==> config.mk <==
export PLATFORM = sky130hd
export DESIGN_NAME = sbox_sequencer
export DESIGN_NICKNAME = d
export VERILOG_FILES = /design/src/rtl/sbox_sequencer.sv
export SDC_FILE = /design/constraint.sdc
export NUM_CORES = 1
export LEC_CHECK = 0
export ABC_AREA = 1
export CORE_MARGIN = 3
export CORE_UTILIZATION = 45
export DETAILED_ROUTE_END_ITERATION = 12
export PLACE_DENSITY = 0.76
export RECOVER_POWER = 50
export SLEW_MARGIN = 20
export SYNTH_ARGS = -nofsm -noshare
export SYNTH_HDL_FRONTEND = slang
export SYNTH_SLANG_ARGS = --single-unit
==> constraint.sdc <==
create_clock -name clk -period 1.8 [get_ports clk]
set_input_delay 0.36 -clock clk [delete_from_list [all_inputs] [get_ports clk]]
set_output_delay 0.36 -clock clk [all_outputs]
set_load 0.05 [all_outputs]
==> src/rtl/sbox_sequencer.sv <==
// rtl/sbox_sequencer.sv - time-shares one external S-box table across eight lookups per 48-bit word
module sbox_sequencer (
   input  logic        clk,
   input  logic        rst,
   input  logic        in_valid,
   output logic        in_ready,
   input  logic [1:48] in_data,
   output logic        out_valid,
   input  logic        out_ready,
   output logic [1:32] out_data,
   output logic [2:0]  sbox_sel,
   output logic [1:6]  sbox_in,
   input  logic [1:4]  sbox_out,
   output logic        busy
);

   typedef enum logic [1:0] {
      S_IDLE = 2'd0,
      S_RUN  = 2'd1,
      S_DONE = 2'd2
   } state_t;

   state_t      state_q;
   logic [2:0]  k_q;
   logic [2:0]  k_d;
   logic [1:48] word_q;
   logic [1:32] result_q;
   logic        in_ready_q;
   logic        out_valid_q;
   logic        busy_q;
   logic [2:0]  sel_q;
   logic [1:6]  sin_q;

   // Lookup address for S-box idx: six-bit chunk idx of the word, MSB first.
   function automatic logic [1:6] chunk(input logic [1:48] w, input logic [2:0] idx);
      logic [1:6] c;
      c = '0;
      case (idx)
         3'd0: c = w[1:6];
         3'd1: c = w[7:12];
         3'd2: c = w[13:18];
         3'd3: c = w[19:24];
         3'd4: c = w[25:30];
         3'd5: c = w[31:36];
         3'd6: c = w[37:42];
         3'd7: c = w[43:48];
      endcase
      return c;
   endfunction

   // Result with nibble idx replaced; every other nibble is left untouched.
   function automatic logic [1:32] put_nibble(input logic [1:32] r, input logic [2:0] idx,
                                              input logic [1:4] n);
      logic [1:32] t;
      t = r;
      case (idx)
         3'd0: t[1:4]   = n;
         3'd1: t[5:8]   = n;
         3'd2: t[9:12]  = n;
         3'd3: t[13:16] = n;
         3'd4: t[17:20] = n;
         3'd5: t[21:24] = n;
         3'd6: t[25:28] = n;
         3'd7: t[29:32] = n;
      endcase
      return t;
   endfunction

   assign k_d = k_q + 3'd1;

   // Sequencer FSM: the table address/select are registered one step ahead so the
   // table sees them for the whole RUN cycle in which its answer is captured.
   always_ff @(posedge clk) begin
      if (rst) begin
         state_q     <= S_IDLE;
         k_q         <= 3'd0;
         word_q      <= '0;
         result_q    <= '0;
         in_ready_q  <= 1'b1;
         out_valid_q <= 1'b0;
         busy_q      <= 1'b0;
         sel_q       <= 3'd0;
         sin_q       <= '0;
      end else begin
         case (state_q)
            S_IDLE: begin
               if (in_valid) begin
                  word_q     <= in_data;
                  k_q        <= 3'd0;
                  state_q    <= S_RUN;
                  in_ready_q <= 1'b0;
                  busy_q     <= 1'b1;
                  sel_q      <= 3'd0;
                  sin_q      <= chunk(in_data, 3'd0);
               end
            end
            S_RUN: begin
               result_q <= put_nibble(result_q, k_q, sbox_out);
               if (k_q == 3'd7) begin
                  state_q     <= S_DONE;
                  out_valid_q <= 1'b1;
                  sel_q       <= 3'd0;
                  sin_q       <= '0;
               end else begin
                  k_q   <= k_d;
                  sel_q <= k_d;
                  sin_q <= chunk(word_q, k_d);
               end
            end
            S_DONE: begin
               if (out_ready) begin
                  state_q     <= S_IDLE;
                  out_valid_q <= 1'b0;
                  in_ready_q  <= 1'b1;
                  busy_q      <= 1'b0;
                  k_q         <= 3'd0;
               end
            end
            default: begin
               state_q     <= S_IDLE;
               in_ready_q  <= 1'b1;
               out_valid_q <= 1'b0;
               busy_q      <= 1'b0;
               sel_q       <= 3'd0;
               sin_q       <= '0;
            end
         endcase
      end
   end

   assign in_ready  = in_ready_q;
   assign out_valid = out_valid_q;
   assign out_data  = result_q;
   assign busy      = busy_q;
   assign sbox_sel  = sel_q;
   assign sbox_in   = sin_q;

endmodule

* Yosys cells after proc, flatten, opt, wreduce, memory -nomap -nowiden
Index checks and enable logic that the tools add are counted.
** Cells by class
- $add $sub $neg :: 1
- Multiply operators :: 0
- Div/mod/pow operators :: 0
- Magnitude comparators :: 0
- Eq/ne operators :: 20
- Shifts and indexed selects :: 0
- Multiplexer cells :: 22
- Bitwise operators :: 3
- Reduce and logical (&&, ||, !) cells :: 18
** Operators with widths (count)
- case mux 6 bit (8 select lines) :: 1
- == test 3 bit (second input constant) :: 8
- AND reduction 2 bit :: 10
- case mux 3 bit (3 select lines) :: 2
- case mux 6 bit (3 select lines) :: 1
- == test 3 x 2 -> 1 bit (second input constant) :: 4
- two-way mux 3 bit :: 4
- two-way mux 6 bit :: 2
- case mux 1 bit (3 select lines) :: 3
- AND reduction 3 bit :: 3
- != test 2 bit (second input constant) :: 4
- == test 3 x 1 -> 1 bit (second input constant) :: 2
- zero test 3 bit :: 2
- two-way mux 2 bit :: 3
- case mux 2 bit (3 select lines) :: 1
- two-way mux 1 bit :: 5
- AND reduction 4 bit :: 1
- adder 3 x 1 -> 3 bit (second input constant) :: 1
- NOT 1 bit :: 3
- nonzero test 3 bit :: 1
- == test 2 x 1 -> 1 bit (second input constant) :: 1
- == test 2 bit (second input constant) :: 1
- zero test 2 bit :: 1
** Word-level totals
- Register bits :: 97
- Bits in latches :: 0
- Bits in writable memories :: 0
- Memory bits (read-only) :: 0
- Bits of input ports :: 56
- Output and inout port bits :: 44
- Logic and storage cells :: 80
- Memories :: 0

* Logic depth before layout (Yosys ltp)
- Depth after elaboration :: 5
- Gate-level depth with buffers :: 13
- Depth with buffers taken out :: 12

* Worst setup path before layout
No wires, ideal clock.
- Kind :: flip-flop to flip-flop
- Start point :: register k_q[0]
- End point :: register sin_q, in the netlist sbox_in[6]
- Library setup time :: 0.132 ns
- Data arrival time :: 1.666 ns
- Slack :: 0.002 ns
- Cell stages (with the launch flop) :: 13
- Buffers on the path :: 2
- Clock period less this slack :: 1.798 ns
- Path through :: dfxtp_1 ha_1 ha_1 buf_4 buf_4 nand3_1 nand2_1 nor2_1 nand3_1 nand2_1 nand2_1 nand2_1 a21oi_1
** Between the ends
- Word-level cells in the longest chain between the ends :: 5
- Elaborated cells between the ends (all ways) :: 13
- Classes of those cells :: 1 x add/sub; 8 x eq/ne; 3 x mux; 1 x reduce/logical
** Ends and longest elaborated chain
- start: declaration :: RTL line 24 : logic [2:0] k_q;
- start signal: assignment :: RTL line 105 : k_q <= k_d;
- adder 3 x 1 -> 3 bit :: RTL line 69 : assign k_d = k_q + 3'd1;
- == test 3 bit, or another cell as far along :: RTL line 38 : case (idx)
- case mux 6 bit (8 select lines) :: RTL line 38
- two-way mux 6 bit * :: RTL line 99 : if (k_q == 3'd7) begin
- case mux 6 bit (3 select lines) * :: RTL line 85 : case (state_q)
- end signal: assignment :: RTL line 94 : sin_q <= chunk(in_data, 3'd0);
- end signal: assignment :: RTL line 107 : sin_q <= chunk(word_q, k_d);
- end: declaration :: RTL line 32 : logic [1:6] sin_q;
Mark *: on every way between the ends. The rest lies on a longest branch, timed or not.
A chain may end at the register's enable or synchronous reset.

* Final worst setup path
- Start point :: register k_q[0]
- End point :: register sin_q, in the netlist sbox_in[1]
The elaborated chain is that of the path after synthesis.

==> impl_metrics.yaml <==
status:
  outcome: "finished, final reports clean"
worst_setup_path:
  critPathMaxFanout: 12
  worst_setup_path_start_kind: "register"
  end_kind: "register"
  cp.required_ps: 2040
  worstPathArrival_ps: 1960
  path_class: "reg2reg"
yosys:
  synth_edf_count: 0
  ys_ff_latch: 97
  avgSynthCellArea_um2: 7.11
  seq_area_frac_synth: 0.466
  netlist_area_mm2: 0.00417
  netlist_instances: 586
  synth_flop_cell: "dfxtp_1"
  ys_types: 21
  ys_warn_count: 0
  synth.net_count: 650
  synthArstFlopShare: 0
timing:
  setup_viol: 0
  min_period_ps: 1720
  fin_skew_ps: 11.5
  tightest_slew_ps: 431
  holdWs_ps: 465
  relSlewSlack: 0.712
  worst_slack_ps: 76.5
  rsz0062_at_grt: "yes"
  hold_viol: 0
  drv_slew: 0
  fin_crit_sh: 0.957
  fmax_mhz: 580
power_and_ir_drop:
  power_leakage_uw: 0.00250
  max-vdd-ir-drop_v: 0.000464
  power_density_mw_per_mm2: 831
  p_total_uw: 4650
clock_tree:
  clk_latency_ps: 370
  h-tree-depth: 3
  clk_pin_slew_ps: 100
  cts_hold_buf: 0
  root_buffer: "clkbuf_8"
  cts_buffers: 9
  cts_tree: "built"
  clock_sinks: 97
  clk_path_buf_depth: 2
placed_design:
  globalplace.congestion: 0.878
  dp_slack_ps: -123
  dp_hpwl_um: 7960
  io_buffers: 99
  place_area_mm2: 0.00530
die:
  coreArea_mm2: 0.00885
  rows: 34
  io_pins: 100
  fp.dieH_um: 102
  start_util: 0.471
  die_w_um: 102
  die-area_mm2: 0.0105
route:
  top_layer: "met4"
  initialDrtViolationCount: 160
  dr.pass1.iters: 5
  wl_met3_um: 637
  route.met2.wl_um: 5520
  vias: 4080
  viasPerCell: 5.07
  final_antenna_net_count: 0
  wl_met1_um: 4830
  drc: 0
  postRouteWirelength_um: 11100
  wl_per_cell_um: 13.8
cells_and_area:
  fin_area_mm2: 0.00560
  post-route-util: 0.632
  areaGrowthSynthToFinish_pct: 34.3
  diodes: 0
  drive_gt1_frac: 0.175
  nNetsFinal: 755
global_route:
  grt_pass1_vias: 4006
  groute.usage.overall: 0.219
  grt_max_degree: 70
  grt_pass1_wl_um: 18300
  antenna_found_initial: 0
  grt.overflow.total: 0
worst_hold_path:
  min_path_type: "reg2reg"
job:
  maxCapViolations: 0
[worst max-delay path, cell delays in order, from the launching register on]
cell     delay (ps)
dfxtp_2         370
buf_4           140
inv_1            70
ha_2            220
buf_6           160
nand3_1          80
nand2_1         100
nor2_2          150
nand3_2          90
nand2_1          80
nand2_1          50
nand2_1          50
a21oi_1          50
[cell families (layout without fill, tap and decap cells)]
group / Yosys count / after routing / synth area share
simple gates: 305 / 305 / 0.305
compound gates: 106 / 106 / 0.133
flops: 97 / 97 / 0.466
buf+inv: 70 / 180 / 0.0727
fa+ha+maj: 8 / 8 / 0.0240
[synthesized netlist by cell type, types with 4 or more instances]
library cell	number	area (um2)
a211oi_1	6	45.0
inv_2	4	15.0
clkbuf_1	17	63.8
dfxtp_1	97	1940
nor2_1	145	544
o21ai_0	70	350
buf_2	5	25.0
nand2_1	91	342
nand3_1	51	255
ha_1	8	100
a21oi_1	28	140
buf_4	7	52.6
nor3_1	8	40.0
inv_1	35	131
[flip-flops by register name (all words and copies together), names as in the netlist]
register and flops:
word_q 48, out_data 32, sbox_in 6, k_q 3, sbox_sel 3, state_q 2
busy 1, in_ready 1, out_valid 1
[metrics by stage]
stage / cells / setup TNS [ps]
final: 804 / 0
after global routing: 804 / -139
after CTS: 804 / 0
after detailed placement: 788 / -572
after global placement: 788 / -283
after floorplan: 586 / 0
[repair_timing]
item,in CTS,in global routing
buffers inserted,0,0
setup endpoints to repair,6,18
resized for setup,10,18
pin swaps,0,1
[final timing paths]
| path | start | endpoint | slack [ps] | cells past startpoint |
|---|---|---|---|---|
| setup / recovery | k_q[0] | sbox_in[1] | 80 | 12 |
| setup reg to reg | k_q[0] | sbox_in[1] | 80 | 12 |
| hold / removal | out_data[14] | out_data[14] | 470 | 2 |
| hold reg to reg | out_data[14] | out_data[14] | 470 | 2 |
[area by class of cell]
cell class / count / area [um2]
Fill cell: 774 / 3250
Multi-Input combinational cell: 419 / 2010
Sequential cell: 97 / 1950
Timing Repair Buffer: 125 / 1150
Inverter: 39 / 146
Tap cell: 108 / 135
Clock buffer: 9 / 124
Clock inverter: 7 / 82.6
[layer usage]
layer / track usage / vias to the layer above
li1: - / 2087
met1: 0.271 / 1869
met5: 0 / -
met3: 0.0594 / 12
met4: 0.0575 / 0
met2: 0.379 / 112
[power by group]
| part | internal [uW] | switching [uW] |
|---|---|---|
| Clock | 669 | 798 |
| Combinational | 352 | 494 |
| Sequential | 2270 | 68.8 |
[placed cells by master, fill, tap and decap left out]
cell / n
nor3_2: 3
bufinv_16: 1
ha_1: 2
a21oi_2: 2
nand3_1: 48
clkbuf_4: 1
nand2_1: 90
dfxtp_2: 2
inv_8: 2
nand3_2: 3
a211oi_1: 6
clkinv_1: 1
o21ai_0: 70
nor2_2: 7
ha_2: 3
dfxtp_1: 94
buf_12: 5
nand2_4: 3
a21oi_1: 28
dfxtp_4: 1
inv_2: 4
clkbuf_8: 9
clkinvlp_4: 1
ha_4: 3
nand2_2: 3
buf_6: 3
inv_6: 2
nor2_4: 2
nor3_1: 5
clkinv_2: 1
buf_4: 61
nor2_1: 141
clkdlybuf4s50_1: 55
inv_1: 34
Note: power is estimated with default switching activity, not from simulation.
